--- config.mk ---
export PLATFORM = sky130hd
export DESIGN_NAME = lsu_ctrl
export DESIGN_NICKNAME = d
export VERILOG_FILES = /design/src/rtl/lsu_ctrl.sv
export SDC_FILE = /design/constraint.sdc
export NUM_CORES = 1
export LEC_CHECK = 0
export ABC_AREA = 1
export CAP_MARGIN = 20
export CORE_MARGIN = 2
export CORE_UTILIZATION = 47
export CTS_BUF_LIST = sky130_fd_sc_hd__clkbuf_8
export DETAILED_ROUTE_END_ITERATION = 6
export PLACE_DENSITY = 0.95
export SLEW_MARGIN = 20
export SYNTH_ARGS = -nofsm -noshare
export SYNTH_HDL_FRONTEND = slang
export SYNTH_SLANG_ARGS = --single-unit
--- constraint.sdc ---
create_clock -name clk -period 4 [get_ports clk]
set_clock_uncertainty 0.05 [all_clocks]
set_input_delay 0.8 -clock clk [delete_from_list [all_inputs] [get_ports clk]]
set_output_delay 0.8 -clock clk [all_outputs]
set_load 0.01 [all_outputs]
--- src/rtl/lsu_ctrl.sv ---
// ---------------------------------------------------------------------------
// lsu_ctrl -- single-outstanding load/store unit controller
//
// Accepts one load or store request, performs a single-cycle access on a
// word-addressed memory with byte-lane enables, and returns a one-cycle
// response pulse carrying extended load data.
//
//   FSM: IDLE -> ACCESS -> RESP -> IDLE
//   Latency: accept on edge N, memory access in cycle N+1, resp_valid in
//   cycle N+2.  Throughput is one request every 3 cycles.
//
// Handshake: a request transfers on a rising edge where req_valid=1 and
// req_ready=1.  req_ready is high only in IDLE.  resp_valid is a
// single-cycle pulse with no back-pressure.  flush (and reset above it)
// wins over a simultaneous req_valid.
//
// Ports
//   clk, reset              clock, synchronous active-high reset
//   req_valid/req_ready     request handshake
//   req_we                  1 = store, 0 = load
//   req_funct3              RISC-V style size/sign (LB/LH/LW/LBU/LHU)
//   req_addr, req_wdata     byte address, LSB-aligned store data
//   flush                   abort any in-flight request
//   resp_valid              one-cycle completion pulse
//   resp_rdata              extended load data (0 for stores), held
//   resp_misalign           misaligned-access flag (trap build only)
//   mem_addrL, mem_addrS    word index for load / store
//   mem_store, mem_mask     lane-aligned store data and byte enables
//   mem_cs, mem_wr          active-low chip select, write enable
//   mem_rdata               combinational read data from memory
//   dbg_state               current FSM state (0 IDLE, 1 ACCESS, 2 RESP)
//
// Build option
//   LSU_MISALIGN_TRAP_EN    when defined, misaligned halfword/word accesses
//                           skip the memory and respond with
//                           resp_misalign=1, resp_rdata=0.  When undefined,
//                           the low address bits outside the access size
//                           are ignored and resp_misalign is tied to 0.
// ---------------------------------------------------------------------------
module lsu_ctrl (
  input  logic        clk,
  input  logic        reset,
  input  logic        req_valid,
  output logic        req_ready,
  input  logic        req_we,
  input  logic [2:0]  req_funct3,
  input  logic [31:0] req_addr,
  input  logic [31:0] req_wdata,
  input  logic        flush,
  output logic        resp_valid,
  output logic [31:0] resp_rdata,
  output logic        resp_misalign,
  output logic [31:0] mem_addrL,
  output logic [31:0] mem_addrS,
  output logic [31:0] mem_store,
  output logic [3:0]  mem_mask,
  output logic        mem_cs,
  output logic        mem_wr,
  input  logic [31:0] mem_rdata,
  output logic [1:0]  dbg_state
);

  typedef enum logic [1:0] {
    ST_IDLE   = 2'd0,
    ST_ACCESS = 2'd1,
    ST_RESP   = 2'd2
  } state_t;

  state_t      state_q;
  state_t      state_d;

  logic        we_q;
  logic [2:0]  funct3_q;
  logic [31:0] addr_q;
  logic [31:0] wdata_q;
  logic [31:0] rdata_q;

  // Access decode from the registered request
  logic        size_byte;
  logic        size_half;
  logic        size_word;
  logic        zero_ext;
  logic [1:0]  offset;
  logic        misalign;
  logic [3:0]  store_mask;
  logic [31:0] store_data;
  logic [7:0]  load_byte;
  logic [15:0] load_half;
  logic [31:0] load_ext;
  logic [31:0] capture_data;

  logic        accept;
  logic        capture;

  // ---------------------------------------------------------------------
  // Request decode
  // ---------------------------------------------------------------------
  // funct3[1:0]: 00 byte, 01 half, 1x word.  Reserved encodings 011, 110
  // and 111 all land in the 1x bucket and therefore behave as LW/SW.
  assign size_byte = (funct3_q[1:0] == 2'b00);
  assign size_half = (funct3_q[1:0] == 2'b01);
  assign size_word = funct3_q[1];
  assign zero_ext  = funct3_q[2];
  assign offset    = addr_q[1:0];

`ifdef LSU_MISALIGN_TRAP_EN
  assign misalign = (size_half && offset[0]) ||
                    (size_word && (offset != 2'b00));
`else
  assign misalign = 1'b0;
`endif

  // Halfword lanes use only addr[1]; a halfword at offset 3 would shift
  // the mask off the top of the word, so it is pinned to the aligned pair.
  always_comb begin
    store_mask = 4'b1111;
    store_data = wdata_q;
    if (size_byte) begin
      store_mask = 4'b0001 << offset;
      store_data = {4{wdata_q[7:0]}};
    end else if (size_half) begin
      store_mask = offset[1] ? 4'b1100 : 4'b0011;
      store_data = {2{wdata_q[15:0]}};
    end
  end

  // Load lane select and extension
  always_comb begin
    load_byte = mem_rdata[7:0];
    case (offset)
      2'd0:    load_byte = mem_rdata[7:0];
      2'd1:    load_byte = mem_rdata[15:8];
      2'd2:    load_byte = mem_rdata[23:16];
      default: load_byte = mem_rdata[31:24];
    endcase
    load_half = offset[1] ? mem_rdata[31:16] : mem_rdata[15:0];

    load_ext = mem_rdata;
    if (size_byte) begin
      load_ext = zero_ext ? {24'd0, load_byte}
                          : {{24{load_byte[7]}}, load_byte};
    end else if (size_half) begin
      load_ext = zero_ext ? {16'd0, load_half}
                          : {{16{load_half[15]}}, load_half};
    end
  end

  // Stores and trapped accesses report zero data
  assign capture_data = (we_q || misalign) ? 32'd0 : load_ext;

  // ---------------------------------------------------------------------
  // FSM
  // ---------------------------------------------------------------------
  assign accept  = (state_q == ST_IDLE) && req_valid && !flush;
  assign capture = (state_q == ST_ACCESS) && !flush;

  always_ff @(posedge clk) begin
    if (reset) begin
      state_q  <= ST_IDLE;
      we_q     <= 1'b0;
      funct3_q <= 3'd0;
      addr_q   <= 32'd0;
      wdata_q  <= 32'd0;
      rdata_q  <= 32'd0;
    end else begin
      state_q <= state_d;
      if (accept) begin
        we_q     <= req_we;
        funct3_q <= req_funct3;
        addr_q   <= req_addr;
        wdata_q  <= req_wdata;
      end
      // mem_rdata is sampled on the edge that closes the ACCESS cycle; a
      // flushed access leaves the previous response data in place.
      if (capture) begin
        rdata_q <= capture_data;
      end
    end
  end

`ifdef LSU_MISALIGN_TRAP_EN
  logic misalign_q;

  always_ff @(posedge clk) begin
    if (reset) begin
      misalign_q <= 1'b0;
    end else if (capture) begin
      misalign_q <= misalign;
    end
  end

  assign resp_misalign = misalign_q && (state_q == ST_RESP);
`else
  assign resp_misalign = 1'b0;
`endif

  always_comb begin
    state_d = state_q;
    case (state_q)
      ST_IDLE: begin
        if (!flush && req_valid) begin
          state_d = ST_ACCESS;
        end
      end
      ST_ACCESS: begin
        state_d = flush ? ST_IDLE : ST_RESP;
      end
      ST_RESP: begin
        state_d = ST_IDLE;
      end
      default: begin
        state_d = ST_IDLE;
      end
    endcase
  end

  // ---------------------------------------------------------------------
  // Outputs: decoded from registered state only, so every memory-side
  // output moves on the rising edge.
  // ---------------------------------------------------------------------
  always_comb begin
    req_ready  = (state_q == ST_IDLE);
    resp_valid = (state_q == ST_RESP);
    mem_cs     = 1'b1;
    mem_wr     = 1'b0;
    mem_mask   = 4'b0000;
    mem_store  = 32'd0;
    if ((state_q == ST_ACCESS) && !misalign) begin
      mem_cs = 1'b0;
      mem_wr = we_q;
      if (we_q) begin
        mem_mask  = store_mask;
        mem_store = store_data;
      end
    end
  end

  assign resp_rdata = rdata_q;
  assign mem_addrL  = {2'b00, addr_q[31:2]};
  assign mem_addrS  = {2'b00, addr_q[31:2]};
  assign dbg_state  = state_q;

endmodule
==> flow_summary.yaml, run 1 <==
clocking:
  root_buffer: "clkbuf_8"
  post-cts-setup-buffer-count: 0
  cts_tree: "done"
  clk_path_buf_depth: 2
  insertion_delay_ns: 0.37
  path_clk_slew_ns: 0.11
  cts.htree.levels: 3
  cts_hold_buf: 0
  cts_buffers: 9
  cts_resized: 0
  clock_sinks: 102
finish:
  nNetsFinal: 1026
  layout_common_cells: "236 x clkdlybuf4s50_1, 224 x nand2_1, 105 x a21oi_1"
  final_common_cell: "clkdlybuf4s50_1"
  diodes: 0
  area.growth.synth_to_final_pct: 35.6
  design_area_um2: 7460
  drive_gt1_frac: 0.0604
sta:
  worst_pin_slew_ns: 1.13
  tns_ns: 0
  period_share: 0.883
  rsz0062_at_grt: "false"
  hold_viol_final: 0
  max_freq_mhz: 283
  setup_violations: 0
  slew_headroom: 0.245
  fin_crit_ns: 3.53
  slew_violations: 0
  fin_ws_ns: 0.470
placed_design:
  pre_cts_ws_ns: 0.906
  dp_hpwl_um: 12300
  placed_cell_area_um2: 7290
  gp_congestion: 0.910
  io_buffers: 237
synthesis:
  ys_seq_elements: 102
  ys_seq_area_frac: 0.371
  async_flop_share: 0
  syn_area_um2: 5510
  synth_cell_types: 31
  synth_flop_cell: "dfxtp_1"
  synth_area_per_cell_um2: 7.03
  netlist_instances: 783
  yosys_warnings: 0
  synth_edf_count: 0
die:
  core_region_area_um2: 11400
  pin_count: 243
  die_x_um: 112
  die_area_um2: 12600
  start_util: 0.482
  die_h_um: 112
  std_cell_rows: 39
drt:
  vias_per_cell: 5.23
  antenna_left: 0
  num_vias: 5596
  drtIter0Drc: 432
  routed_wl_um: 17000
  first_pass_iters: 5
  avgRoutedWirePerCell_um: 15.9
  drcViolationCount: 0
worst_setup_path:
  critPathCaptureType: "output port"
  crit_arrival_ns: 2.68
  path_class: "flop to output port"
  crit_fanout: 11
  critPathRequiredTime_ns: 3.15
  startpoint_type: "flop"
pwr:
  total_power_mw: 2.19
  power.leakage_nw: 2.80
  ir_worst_vdd_mv: 0.159
  powerDensity_nw_per_um2: 293
grt:
  grt_max_degree: 103
  gr-total-overflow: 0
  grt_pass1_wl_um: 26500
  antenna_found_initial: 1
  grt_pass1_vias: 5151
  grt_usage: 0.260
run_status:
  status: "completed"
job:
  drv_cap: 0
min_path:
  worstHoldPathType: "flop to flop"
==> area by class of cell <==
cell class | instances | area [um^2]
timing repair buffer | 242 | 2410
clock buffer | 9 | 124
multi-input combinational | 529 | 2510
inverter | 38 | 145
sequential | 102 | 2040
clock inverter | 7 | 55.1
tap | 143 | 179
fill | 1002 | 3950
==> worst max-delay path, cell delays in order, from the launching register on <==
cell             delay (ns)
dfxtp_1                0.69
inv_1                  0.15
nor2_2                 0.50
a22o_1                 0.22
o21ai_0                0.12
inv_1                  0.09
clkdlybuf4s50_1        0.54
==> registers in the layout, indices dropped and copies added, names as in the netlist <==
register	count
dbg_state	2
funct3_q	3
wdata_q	32
we_q	1
resp_rdata	32
addr_q	32
==> synthesized netlist by cell type (4+ instances only) <==
cell | instances | share of area
nand2_1 | 224 | 0.15
a21oi_1 | 105 | 0.095
dfxtp_1 | 102 | 0.37
nor2_1 | 86 | 0.059
buf_4 | 74 | 0.10
inv_1 | 29 | 0.020
nand3_1 | 19 | 0.017
clkbuf_1 | 18 | 0.012
nand4_1 | 15 | 0.017
o21ai_1 | 15 | 0.014
buf_2 | 14 | 0.013
buf_6 | 12 | 0.025
o21ai_0 | 10 | 0.0091
a211oi_2 | 9 | 0.020
a22o_1 | 8 | 0.013
inv_2 | 8 | 0.0055
o211ai_1 | 6 | 0.0082
a211oi_1 | 5 | 0.0068
nor3_1 | 4 | 0.0036
==> final timing paths <==
kind | from | endpoint | slack, ns | cells after the start
hold reg to reg | resp_rdata[21]$_SDFFE_PP0P_ | resp_rdata[21]$_SDFFE_PP0P_ | 0.42 | 2
hold / removal | resp_rdata[21]$_SDFFE_PP0P_ | resp_rdata[21]$_SDFFE_PP0P_ | 0.42 | 2
setup / recovery | funct3_q[0]$_SDFFE_PP0P_ | mem_store[30] | 0.47 | 6
setup reg to reg | dbg_state[0]$_SDFFE_PP0P_ | wdata_q[26]$_SDFFE_PP0P_ | 1.69 | 5
==> metrics by stage <==
| stage | util | hold slack, ns | instances |
|---|---|---|---|
| 2_1_floorplan | - | 0.394 | 787 |
| 3_3_place_gp | 0.638 | 0.402 | 1054 |
| 5_1_grt | 0.654 | 0.445 | 1070 |
| 4_1_cts | 0.654 | 0.420 | 1070 |
| 6_report | 0.654 | 0.423 | 1070 |
| 3_5_place_dp | 0.638 | 0.405 | 1054 |
==> cells by family after synthesis <==
kind of cell           Yosys count  share of synthesized area
AND/OR/NAND/NOR                363                      0.281
AO/OA/AOI/OAI                  161                      0.170
buffers and inverters          156                      0.177
flip-flops                     102                      0.371
other                            1                   0.000681
==> report_power, final <==
group          switching [mW]  total [mW]  internal [mW]
combinational           0.240       0.464          0.224
sequential             0.0399        1.10           1.06
clock                   0.390       0.626          0.236
==> layer usage <==
metal	up-vias	global-route usage	part of all wire
li1	2746	-	-
met1	2537	0.321	0.40
met2	280	0.443	0.49
met3	31	0.0675	0.089
met4	2	0.0854	0.024
met5	-	0	0.00065
(Power assumes the default switching activity.)
==> run 2: changes to the inputs <==
--- a/config.mk
+++ b/config.mk
@@ -8,11 +8,13 @@
 export ABC_AREA = 1
 export CAP_MARGIN = 20
 export CORE_MARGIN = 2
-export CORE_UTILIZATION = 47
+export CORE_UTILIZATION = 50
 export CTS_BUF_LIST = sky130_fd_sc_hd__clkbuf_8
+export CTS_CLUSTER_SIZE = 12
 export DETAILED_ROUTE_END_ITERATION = 6
-export PLACE_DENSITY = 0.95
-export SLEW_MARGIN = 20
+export DONT_BUFFER_PORTS = 1
+export PLACE_DENSITY = 0.74
+export SLEW_MARGIN = 30
 export SYNTH_ARGS = -nofsm -noshare
 export SYNTH_HDL_FRONTEND = slang
 export SYNTH_SLANG_ARGS = --single-unit
==> flow_summary.yaml, run 2 (synthesis gave the netlist of run 1 again) <==
run_status:
  status: "completed"
clocking:
  cts_buffers: 9
  clk_path_buf_depth: 2
  path_clk_slew_ns: 0.10
  cts_tree: "done"
  cts_hold_buf: 0
  clock_sinks: 102
  post-cts-setup-buffer-count: 0
  insertion_delay_ns: 0.38
  cts_resized: 0
  root_buffer: "clkbuf_8"
  cts.htree.levels: 3
placed_design:
  gp_congestion: 0.911
  placed_cell_area_um2: 4900
  io_buffers: 0
  dp_hpwl_um: 10400
finish:
  diodes: 0
  layout_common_cells: "224 x nand2_1, 105 x a21oi_1, 102 x dfxtp_1"
  nNetsFinal: 788
  drive_gt1_frac: 0.0784
  area.growth.synth_to_final_pct: -7.14
  final_common_cell: "nand2_1"
  multi_input_area_um2: 2510
  seq_area_um2: 2040
  fillerInstances: 1079
  design_area_um2: 5110
die:
  pin_count: 243
  die_h_um: 109
  die_area_um2: 11900
  std_cell_rows: 38
  die_x_um: 109
  start_util: 0.510
  core_region_area_um2: 10800
job:
  drv_cap: 0
sta:
  setup_violations: 0
  rsz0062_at_grt: "false"
  hold_viol_final: 0
  fin_crit_ns: 3.03
  worst_pin_slew_ns: 0.893
  tns_ns: 0
  slew_headroom: 0.404
  period_share: 0.756
  max_freq_mhz: 331
  slew_violations: 0
worst_setup_path:
  critPathCaptureType: "output port"
  worstReg2RegStart: "funct3_q[0]$_SDFFE_PP0P_"
  critPathRequiredTime_ns: 3.15
  path_class: "flop to output port"
  crit_arrival_ns: 2.18
  startpoint_type: "flop"
  crit_fanout: 40
  cp-startpoint: "funct3_q[1]$_SDFFE_PP0P_"
drt:
  drtIter0Drc: 300
  antenna_left: 0
  first_pass_iters: 5
  vias_per_cell: 5.59
  avgRoutedWirePerCell_um: 17.6
  drcViolationCount: 0
  num_vias: 4634
  routed_wl_um: 14600
grt:
  antenna_found_initial: 0
  gr-total-overflow: 0
  grt_usage: 0.240
  grt_pass1_vias: 4133
  grt_pass1_wl_um: 21800
  grt_max_degree: 103
min_path:
  worstHoldStart: "wdata_q[24]$_SDFFE_PP0P_"
  worstHoldPathType: "flop to flop"
pwr:
  powerDensity_nw_per_um2: 401
  ir_worst_vdd_mv: 0.250
  power.leakage_nw: 1.94
-- run 2: where the power goes --
group	leakage [nW]	internal, mW	switching [mW]	total, mW
logic	1.01	0.0748	0.167	0.242
clock network	0.106	0.324	0.366	0.690
registers	0.831	1.06	0.0599	1.12
total	1.94	1.46	0.593	2.05
-- run 2: final cells by class --
| cell class | count | area share |
|---|---|---|
| repair buffers | 4 | 0.00587 |
| inverters | 38 | 0.0284 |
| flip-flops and latches | 102 | 0.399 |
| multi-input cells | 529 | 0.491 |
| clock inverters | 5 | 0.0110 |
| well taps | 140 | 0.0343 |
| clock buffers | 11 | 0.0296 |
-- run 2: worst paths after layout --
| kind | slack (ns) | end | depth (start not counted) |
|---|---|---|---|
| setup / recovery | 0.97 | mem_store[28] | 5 |
| hold / removal | 0.42 | wdata_q[24]$_SDFFE_PP0P_ | 2 |
| setup reg to reg | 1.88 | resp_rdata[16]$_SDFFE_PP0P_ | 7 |
| hold reg to reg | 0.42 | wdata_q[24]$_SDFFE_PP0P_ | 2 |
-- run 2: per-stage QoR --
stage	util	hold WS, ns	total power [mW]	setup WS, ns	cells
6_report	0.474	0.418	2.05	0.974	829
5_1_grt	0.474	0.397	2.15	0.793	829
4_1_cts	0.474	0.411	2.06	0.968	829
3_5_place_dp	0.454	0.403	1.38	1.41	813
3_3_place_gp	0.454	0.399	1.37	1.51	813
2_1_floorplan	-	0.394	1.41	1.85	787
-- run 2: routing by layer --
layer / GRT usage / vias up / wire (um)
met5: 0 / - / 0
met4: 0.102 / 0 / 395
met2: 0.380 / 220 / 6820
met1: 0.292 / 2123 / 5990
li1: - / 2265 / -
met3: 0.0879 / 26 / 1410
-- run 2: critical path, stage by stage, from the launching register on --
cell and delay (ns):
dfxtp_1 0.73, nor2_8 0.08, inv_2 0.53, nor2_1 0.14, o21ai_0 0.21, inv_1 0.10
